**config.mk**
```make
export PLATFORM = sky130hd
export DESIGN_NAME = ysyx_25060170_ifu
export DESIGN_NICKNAME = d
export VERILOG_FILES = /design/src/rtl/ysyx_25060170_pkg.sv /design/src/rtl/ysyx_25060170_ifu.sv
export SDC_FILE = /design/constraint.sdc
export NUM_CORES = 1
export LEC_CHECK = 0
export BUFFER_PORTS_ARGS = -buffer_cell sky130_fd_sc_hd__buf_2
export CAP_MARGIN = 15
export CORE_MARGIN = 5
export CORE_UTILIZATION = 44
export DETAILED_ROUTE_END_ITERATION = 8
export PLACE_DENSITY = 0.84
export SETUP_SLACK_MARGIN = 0.5
export SLEW_MARGIN = 20
export SYNTH_ARGS = -nofsm -noshare
export SYNTH_HDL_FRONTEND = slang
export SYNTH_SLANG_ARGS = --single-unit
```
**constraint.sdc**
```tcl
create_clock -name clk -period 3.9 [get_ports clk]
set_clock_uncertainty 0.2 [all_clocks]
set_input_delay 0.39 -clock clk [delete_from_list [all_inputs] [get_ports clk]]
set_output_delay 0.39 -clock clk [all_outputs]
set_load 0.02 [all_outputs]
```
**src/rtl/ysyx_25060170_pkg.sv**
```systemverilog
// Shared definitions for the ysyx_25060170 core: IFU state encoding, instruction
// width and the reset PC that the simulator's difftest also starts from.
package ysyx_25060170_pkg;

   localparam int          INST_W           = 32;
   localparam logic [31:0] DEFAULT_RESET_PC = 32'h8000_0000;

   typedef enum logic [2:0] {
      IFU_IDLE        = 3'd0,
      IFU_REQ         = 3'd1,
      IFU_RSP         = 3'd2,
      IFU_ISSUE       = 3'd3,
      IFU_WAIT_COMMIT = 3'd4,
      IFU_TRAP        = 3'd5
   } ifu_state_e;

endpackage

```
**src/rtl/ysyx_25060170_ifu.sv**
```systemverilog
// Instruction fetch unit: one instruction in flight, refetch only after WBU commit.
// Define YSYX_25060170_IFU_MISALIGN_CHK_EN to trap on a misaligned PC load.
module ysyx_25060170_ifu
   import ysyx_25060170_pkg::*;
#(
   parameter logic [31:0] RESET_PC = DEFAULT_RESET_PC
) (
   input  logic              clk,
   input  logic              rst,
   output logic              imem_req_valid_o,
   output logic [31:0]       imem_req_addr_o,
   input  logic              imem_req_ready_i,
   input  logic              imem_rsp_valid_i,
   input  logic [INST_W-1:0] imem_rsp_data_i,
   output logic              imem_rsp_ready_o,
   output logic [31:0]       pc_o,
   output logic [INST_W-1:0] inst_o,
   output logic              inst_valid_o,
   input  logic              IDU_ready_i,
   input  logic              commit_valid_i,
   input  logic [31:0]       commit_pc_i,
`ifdef YSYX_25060170_IFU_MISALIGN_CHK_EN
   output logic              misalign_o,
`endif
   output logic [63:0]       inst_cnt_o
);

   ifu_state_e        state, state_n, load_state;
   logic [31:0]       pc, pc_n;
   logic [INST_W-1:0] inst, inst_n;
   logic [63:0]       cnt, cnt_n;

   // Where a PC load (reset PC in IDLE, otherwise a commit) sends the FSM.
`ifdef YSYX_25060170_IFU_MISALIGN_CHK_EN
   logic [31:0] load_pc;
   assign load_pc    = (state == IFU_IDLE) ? pc : commit_pc_i;
   assign load_state = (load_pc[1:0] != 2'b00) ? IFU_TRAP : IFU_REQ;
`else
   assign load_state = IFU_REQ;
`endif

   always_ff @(posedge clk or posedge rst) begin
      if (rst) begin
         state <= IFU_IDLE;
         pc    <= RESET_PC;
         inst  <= '0;
         cnt   <= '0;
      end else begin
         state <= state_n;
         pc    <= pc_n;
         inst  <= inst_n;
         cnt   <= cnt_n;
      end
   end

   always_comb begin
      state_n = state;
      pc_n    = pc;
      inst_n  = inst;
      cnt_n   = cnt;
      unique case (state)
         IFU_IDLE: state_n = load_state;
         IFU_REQ: if (imem_req_ready_i) state_n = IFU_RSP;
         IFU_RSP: if (imem_rsp_valid_i) begin
            inst_n  = imem_rsp_data_i;
            state_n = IFU_ISSUE;
         end
         IFU_ISSUE: if (IDU_ready_i) begin
            cnt_n = cnt + 64'd1;
            // A commit landing with the handshake skips WAIT_COMMIT entirely.
            if (commit_valid_i) begin
               pc_n    = commit_pc_i;
               state_n = load_state;
            end else begin
               state_n = IFU_WAIT_COMMIT;
            end
         end
         IFU_WAIT_COMMIT: if (commit_valid_i) begin
            pc_n    = commit_pc_i;
            state_n = load_state;
         end
         IFU_TRAP: state_n = IFU_TRAP;
         default:  state_n = IFU_IDLE;
      endcase
   end

   assign imem_req_valid_o = (state == IFU_REQ);
   assign imem_req_addr_o  = {pc[31:2], 2'b00};
   assign imem_rsp_ready_o = (state == IFU_RSP);
   assign inst_valid_o     = (state == IFU_ISSUE);
   assign pc_o             = pc;
   assign inst_o           = inst;
   assign inst_cnt_o       = cnt;
`ifdef YSYX_25060170_IFU_MISALIGN_CHK_EN
   assign misalign_o       = (state == IFU_TRAP);
`endif

endmodule
```
After elaboration in Yosys (flattened, before gate mapping)
Index checks and enable logic that the tools add are counted.
- flip-flop bits (word level): 131
- latch bits: 0
- RAM bits: 0
- memory bits (read-only): 0
- output and inout bits: 163
- memories: 0
- add/sub/neg operators: 1
- multipliers: 0
- divide/modulo/power cells: 0
- order comparisons: 0
- equal/unequal tests: 9
- shift-type cells: 0
- mux-type cells: 9
- bitwise gates (word level): 0
- reductions and logical operators: 6
- operators with widths (kind ; number):
    $add 64x1->64 const B ; 1
    $mux 32 ; 2
    $pmux 32 s2 ; 1
    $pmux 3 s6 ; 1
    $mux 3 ; 5
    $eq 3x2->1 const B ; 2
    $eq 3x3->1 const B ; 2
    $reduce_and 2->1 ; 3
    $ne 2x1->1 const B ; 2
    $ne 2x2->1 const B ; 2
    $reduce_and 4->1 ; 1
    $eq 3x1->1 const B ; 1
    $logic_not 3->1 ; 1
    $reduce_bool 2->1 ; 1

Logic depth before layout (Yosys ltp)
Gate-level depths: netlist of run 1.
- depth after elaboration: 3
- depth in mapped cells: 8

Least setup slack after synthesis of run 1
OpenSTA, ideal clock, no wires.
- kind: register to register
- start point: register state[1]
- end point: register inst[0] (netlist: inst_o[0])
- arrival: 2.253 ns
- data required time: 3.575 ns
- slack: 1.322 ns
- stages on the path, launching flop included: 7
- path buffers: 3
- period minus slack after synthesis: 2.578 ns
- path through: dfrtp_1 > clkbuf_1 > nor3b_1 > and2_1 > clkbuf_1 > buf_1 > mux2_2
- word-level cells in the longest chain between the ends: 2
- RTL lines (element ; RTL line ; RTL):
    from (decl) ; ysyx_25060170_ifu.sv:28 ; ifu_state_e state, state_n, load_state;
    from (signal assigned) ; ysyx_25060170_ifu.sv:49 ; state <= state_n;
    $eq 3x2->1 ; - ;
    net imem_rsp_ready_o ; ysyx_25060170_ifu.sv:15 ; output logic imem_rsp_ready_o,
    $reduce_and 2->1 (no line) ; - ;
    to (signal assigned) ; ysyx_25060170_ifu.sv:51 ; inst <= inst_n;
    to (decl) ; ysyx_25060170_ifu.sv:30 ; logic [INST_W-1:0] inst, inst_n;
The timed path passes the listed nets, and every way through them passes these cells.
A chain may end at the register's enable or synchronous reset.

Worst setup path in the final report of run 1
- start point: register cnt[2] (netlist: inst_cnt_o[2])
- end point: register cnt[56] (netlist: inst_cnt_o[56])
- word-level cells in the longest chain between the ends: 1
- RTL lines (element ; RTL line ; RTL):
    from (decl) ; ysyx_25060170_ifu.sv:31 ; logic [63:0] cnt, cnt_n;
    from (signal assigned) ; ysyx_25060170_ifu.sv:52 ; cnt <= cnt_n;
    $add 64x1->64 ; ysyx_25060170_ifu.sv:69 ; cnt_n = cnt + 64'd1;
Every way passes these cells.

==> results of run 1 <==
sequential cells by signal (all words and copies together), names as in the netlist:
register	flops
inst_cnt_o	64
inst_o	32
pc_o	32
state	3
timing repair:
item                                   4_1_cts  5_1_grt
hold buffers                                23        0
endpoints found under the hold margin       56        0
buffers inserted                             0        0
layer usage:
metal  vias to the layer above  global-route usage [%]  part of all wire (%)
met5                         -                       0                     0
met2                       168                   30.63                    51
li1                       2089                       -                     -
met1                      2098                   22.10                    40
met4                         0                   6.760                   1.8
met3                        21                   6.003                   7.0
cell usage in the layout, fill, tap and decap left out, drive strengths merged, types with 2 or more instances in the layout:
cell type	count
nor2	25
and3	5
xnor2	45
bufinv	3
or4	5
dlygate4sd3	23
clkbuf	26
or3	4
and2	4
conb	2
inv	4
nand2b	2
dfrtp	130
xor2	19
nand4	21
nand2	31
nor4	10
buf	233
nor2b	2
mux2	65
nor3	9
and4	5
nand3	32
through the flow:
step / util [%] / std cells / area [µm²] / worst slack [ps] / power (mW)
floorplan: - / 477 / 5816 / 1322 / 3.421
global placement: 52.96 / 841 / 6930 / 1107 / 3.856
detailed placement: 52.96 / 841 / 6930 / 1057 / 3.912
CTS: 59.34 / 894 / 7765 / 1028 / 5.570
global route: 59.34 / 894 / 7765 / 854.6 / 5.783
finish: 59.34 / 894 / 7765 / 1032 / 5.503
kinds of logic after synthesis:
kind of cell             after synthesis  synth area share, %
buffers and inverters                 50                5.407
other                                  1              0.06457
multiplexers                          65                12.60
AO/OA/AOI/OAI                          5               0.5816
flip-flops                           131                56.46
adder cells (fa/ha/maj)                1               0.2154
AND/OR/NAND/NOR                      159                15.01
XOR/XNOR                              64                9.651
worst min-delay path by stage:
stage | from | to | slack (ps)
2_1_floorplan | state[2] | state[1] | 280
3_3_place_gp | inst_cnt_o[58] | inst_cnt_o[58] | 270
3_5_place_dp | inst_cnt_o[47] | inst_cnt_o[47] | 280
4_1_cts | commit_pc_i[18] | pc_o[18] | 0.04
5_1_grt | imem_rsp_data_i[5] | inst_o[5] | 2
6_report | commit_pc_i[27] | pc_o[27] | 20
worst reg2reg max path, delay by kind of cell, from the launching register on:
kind,cells,cell delay [ps]
xor gates and xnor gates,1,190
and+or+nand+nor,4,1920
DFF,1,450
area by class of cell:
| type | count | area (µm²) | area share [%] |
|---|---|---|---|
| flip-flops and latches | 131 | 3279 | 42.23 |
| multi-input cells | 296 | 2222 | 28.62 |
| repair buffers | 256 | 1416 | 18.24 |
| clock buffers | 26 | 509.2 | 6.558 |
| well taps | 176 | 220.2 | 2.836 |
| clock inverters | 4 | 95.09 | 1.225 |
| inverters | 5 | 22.52 | 0.2900 |
power breakdown:
part | switching [mW] | internal [mW] | leakage, nW | total (mW)
clock network | 0.537 | 1.08 | 0.296 | 1.62
registers | 0.239 | 1.74 | 1.67 | 1.98
logic | 1.14 | 0.762 | 1.89 | 1.90
==> results by group, run 1 <==
Setup path
  • Slowest CP cell: nor4_4
  • Crit. End Element: flip-flop
  • Worst r2r path cells: 5
  • Critical Path Source Type: flip-flop
  • Reg2reg setup slack: 1030 ps
  • Top delay family on crit path: simple AND/OR/NAND/NOR gates
  • CP Cell Sequence: nand4_1, or4_1, nor4_4, nand3_1, xnor2_1
  • Worst setup path end: inst_cnt_o[56]
  • Critical Path AT: 2960 ps
  • Worst reg2reg path endpoint: inst_cnt_o[56]
  • Buf/Inv on CP: 0
  • Crit path largest cell delay: 870 ps
  • CP startpoint: inst_cnt_o[2]
  • WP depth: 5
  • Launching point of the worst reg2reg path: inst_cnt_o[2]
  • Critical path class: flip-flop to flip-flop
  • CP max FO: 16
  • CP required: 3990 ps

Route
  • Final WL: 14.14 mm
  • Residual DRC: 0
  • DRT Pass-1 Iters: 4
  • Routed len/inst: 15.82 µm
  • ANT nets after route: 0
  • Routed via count: 4376
  • Vias per cell: 4.895
  • Initial DRC count: 343

Final layout
  • Share of cells above drive strength 1: 46.52%
  • Final-stage net count: 778
  • Layout area overhead: 33.69%
  • FILL cells: 1061
  • # diodes: 0

CTS
  • Post-CTS Resized: 0
  • CTS sink cnt: 131
  • CTS buffer count: 17
  • CTS tree: built
  • Clk_lat worst skew: 410 ps
  • CTS H-tree lvls: 4
  • CTS root buf: clkbuf_16
  • Clock transition at the registers of the reported paths: 50 ps
  • Clk buf depth: 2

Global route
  • Global route overflow: 0
  • GRT Util Overall: 18.30%
  • Initial antenna violation count: 0
  • First-pass GRT wire length: 22.86 mm
  • Vias in the first global route: 4378
  • Largest net degree at the start of global routing: 97

Power and ir drop
  • VDD IR max: 0.3055 mV
  • Pwr Density: 708.7 nW/µm²
  • Leak pwr: 3.859 nW

STA
  • Max Freq: 348.7 MHz
  • Period utilization: 73.53%
  • Final setup violation count: 0
  • Worst rel slew slack: 35.65%
  • Worst Max-Slew Pin Slew: 958.0 ps
  • Setup tns final: 0 ps
  • Max-slew violations: 0
  • RSZ-0062 raised after global routing: no
  • Period minus WS final: 2868 ps
  • Hold Slack: 20.26 ps
  • Final hold violations: 0

Floorplanning
  • Cell Rows: 42
  • Chip height: 124.9 µm
  • Die area: 15600 µm²
  • Core area: 13090 µm²
  • Die width: 124.9 µm
  • Initial Util: 44.39%
  • IO Count: 233

Yosys
  • Library cells used by synthesis: 41
  • Top post-synthesis cells by area: dfrtp_1 (56%), mux2_2 (13%), xnor2_1 (6.8%), buf_4 (4.3%), xor2_1 (2.9%)
  • Mean Syn Cell Area: 12.20 µm²
  • Area leader, netlist: dfrtp_1
  • Top FF cell, synth: dfrtp_1
  • Cell Area, Synth: 5808 µm²
  • Yosys reg bits: 131
  • Seq/Total Area, Yosys: 56.46%
  • Count of warnings emitted by yosys: 0
  • Top-count cell post-synth: dfrtp_1
  • Post-synth EDFFs: 0
  • Async SR Flop Fraction: 100.0%
  • Synth top cells by count: dfrtp_1 (130), mux2_2 (65), xnor2_1 (45)
  • Top-area cell type share of the netlist area: 56.01%
  • Cells after Synth: 476

Job
  • Max_cap viols: 0

Worst hold path
  • Worst hold path class: input port to flip-flop
  • WHS Path Cells: 2

Outcome
  • Status: complete, no violations

Placement
  • Gpl congestion: 0.8207
  • Dpl hpwl: 10.45 mm
  • Port bufs: 230
(Power assumes the default switching activity.)
==> inputs of run 2 (changes only) <==
--- a/config.mk
+++ b/config.mk
@@ -5,12 +5,13 @@
 export SDC_FILE = /design/constraint.sdc
 export NUM_CORES = 1
 export LEC_CHECK = 0
+export ABC_AREA = 1
 export BUFFER_PORTS_ARGS = -buffer_cell sky130_fd_sc_hd__buf_2
 export CAP_MARGIN = 15
 export CORE_MARGIN = 5
-export CORE_UTILIZATION = 44
+export CORE_UTILIZATION = 51
 export DETAILED_ROUTE_END_ITERATION = 8
-export PLACE_DENSITY = 0.84
+export PLACE_DENSITY = 0.88
 export SETUP_SLACK_MARGIN = 0.5
 export SLEW_MARGIN = 20
 export SYNTH_ARGS = -nofsm -noshare
==> constraint.sdc (replaced) <==
create_clock -name clk -period 2.7 [get_ports clk]
set_clock_uncertainty 0.2 [all_clocks]
set_input_delay 0.27 -clock clk [delete_from_list [all_inputs] [get_ports clk]]
set_output_delay 0.27 -clock clk [all_outputs]
set_load 0.02 [all_outputs]
==> results by group, run 2 <==
Route
  • Final WL: 23.14 mm
  • Residual DRC: 0
  • Vias per cell: 5.225
  • Routed via count: 7023
  • DRT Pass-1 Iters: 6
  • ANT nets after route: 0
  • Routed len/inst: 17.22 µm
  • Initial DRC count: 523

Power and ir drop
  • Final Power: 7.836 mW
  • Pwr Density: 842.0 nW/µm²
  • Leak pwr: 4.986 nW
  • VDD IR max: 0.4060 mV

Global route
  • Global route overflow: 0
  • GRT Util Overall: 28.44%
  • First-pass GRT wire length: 35.71 mm
  • Vias in the first global route: 6958
  • Initial antenna violation count: 1
  • Largest net degree at the start of global routing: 65

Yosys
  • Top-area cell type share of the netlist area: 47.21%
  • Synth top cells by count: nand2_1 (268), dfrtp_1 (130), nor2_1 (119)
  • Top-count cell post-synth: nand2_1
  • Cells after Synth: 872
  • Mean Syn Cell Area: 7.902 µm²
  • Yosys reg bits: 131
  • Cell Area, Synth: 6890 µm²
  • Top post-synthesis cells by area: dfrtp_1 (47%), nand2_1 (15%), nor2_1 (6.5%), inv_1 (6.3%), mux2_2 (4.9%)
  • Seq/Total Area, Yosys: 47.59%
  • Async SR Flop Fraction: 100.0%
  • Area leader, netlist: dfrtp_1
  • Library cells used by synthesis: 29
  • Count of warnings emitted by yosys: 0
  • Top FF cell, synth: dfrtp_1
  • Post-synth EDFFs: 0

Job
  • Max_cap viols: 0

Floorplanning
  • Chip height: 126.2 µm
  • Initial Util: 52.03%
  • Die width: 126.2 µm
  • Core area: 13240 µm²
  • Die area: 15940 µm²
  • IO Count: 233
  • Cell Rows: 42

Final layout
  • Share of cells above drive strength 1: 27.59%
  • Final-stage net count: 1226
  • Layout area overhead: 35.06%
  • Area occupied by multi-input gates: 2904 µm²
  • Most common cell after layout, fill and taps aside: nand2_1
  • FILL cells: 979
  • Commonest non-fill, non-tap cells in the layout: nand2_1 (268), buf_2 (230), dfrtp_1 (130)
  • Largest register FFs: 64
  • Design area: 9306 µm²
  • Register Area: 3279 µm²

CTS
  • CTS sink cnt: 131
  • CTS buffer count: 17
  • Clk buf depth: 2
  • CTS H-tree lvls: 4
  • CTS root buf: clkbuf_16
  • Clock transition at the registers of the reported paths: 60 ps
  • Clk_lat worst skew: 420 ps
  • CTS tree: built

STA
  • Final hold violations: 0
  • RSZ-0062 raised after global routing: no
  • Period minus WS final: 2060 ps
  • Worst Max-Slew Pin Slew: 864.2 ps
  • Max-slew violations: 0
  • Final setup violation count: 0
  • Setup tns final: 0 ps
  • Period utilization: 76.28%
  • Max Freq: 485.5 MHz
  • Worst rel slew slack: 42.27%

Setup path
  • Crit. End Element: flip-flop
  • Critical Path Source Type: flip-flop
  • Critical Path AT: 2170 ps
  • Critical path class: flip-flop to flip-flop
  • CP max FO: 14
  • CP required: 2810 ps

Placement
  • Port bufs: 230
  • Cell Area, Placed: 8053 µm²
  • Gpl congestion: 0.9594
  • Dpl hpwl: 15.96 mm

Worst hold path
  • Worst hold path class: input port to flip-flop

Outcome
  • Status: complete, no violations
## run 2: cell types whose count changed after synthesis, sizes merged, moves of 12 or more
cell	delta
nand2	+241
inv	+110
xnor2	-29
o21ai	+53
mux2	-33
nand4	-12
nand3b	+20
nor2	+102
## run 2: metal layers
layer  vias to the layer above  track usage [%]  wire length [µm]
met2                       406            49.92             11720
met5                         -                0                 0
met4                         0            12.74               959
li1                       3231                -                 -
met1                      3304            32.81              8626
met3                        82            7.028              1830
## run 2: cell families after synthesis
logic type	Yosys count	synth area share [%]
buffers and inverters	159	10.75
adder cells (fa/ha/maj)	1	0.1816
flip-flops	131	47.59
AND/OR/NAND/NOR	465	28.60
multiplexers	32	5.230
other	1	0.05442
AO/OA/AOI/OAI	56	4.158
XOR/XNOR	27	3.432
## run 2: final cells by class
class,instances,share of cell area [%]
multi-input combinational,583,31.20
tap,176,2.366
clock inverter,11,0.9411
timing repair buffer,307,20.64
sequential,131,35.24
antenna,1,0.02689
clock buffer,20,4.907
inverter,115,4.679
## run 2: final timing paths
kind	startpoint	end	slack, ps	cells after the start
worst max-delay path	state[0]	inst_cnt_o[37]	640	9
worst min-delay path	commit_valid_i	state[2]	40	4
worst max register to register	state[0]	inst_cnt_o[37]	640	9
worst min register to register	inst_o[12]	inst_o[12]	300	1
max in group asynchronous	rst	pc_o[31]	1180	4
min in group asynchronous	rst	inst_o[30]	400	3
## run 2: power breakdown
group	internal [mW]	total, mW	switching, mW
registers	2.48	2.87	0.392
logic	1.01	2.84	1.83
clock network	1.29	2.13	0.833
## run 2: critical path: stages (launching register included)
cell and delay, ps:
dfrtp_1 470, nand2_1 140, nor2_4 140, nand2_4 190
nor2_4 200, nand2_2 110, nor2_4 270, nand2_1 100
nand2_1 70, nand2_1 50
## run 2: stage by stage
stage / setup slack (ps) / cells / util, % / hold WS [ps]
after CTS: 523.1 / 1339 / 69.83 / 15.00
after detailed placement: 552.2 / 1243 / 60.81 / 286.2
after floorplan: 607.6 / 873 / - / 179.2
after global placement: 667.1 / 1243 / 60.81 / 268.7
final: 640.4 / 1344 / 70.28 / 42.16
after global routing: 517.2 / 1344 / 70.28 / 60.11
## run 2: repair_timing
item,4_1_cts,5_1_grt
endpoints found under the hold margin,98,0
setup endpoints to repair,0,49
resized for setup,0,7
hold buffers,65,0
setup buffers,0,4
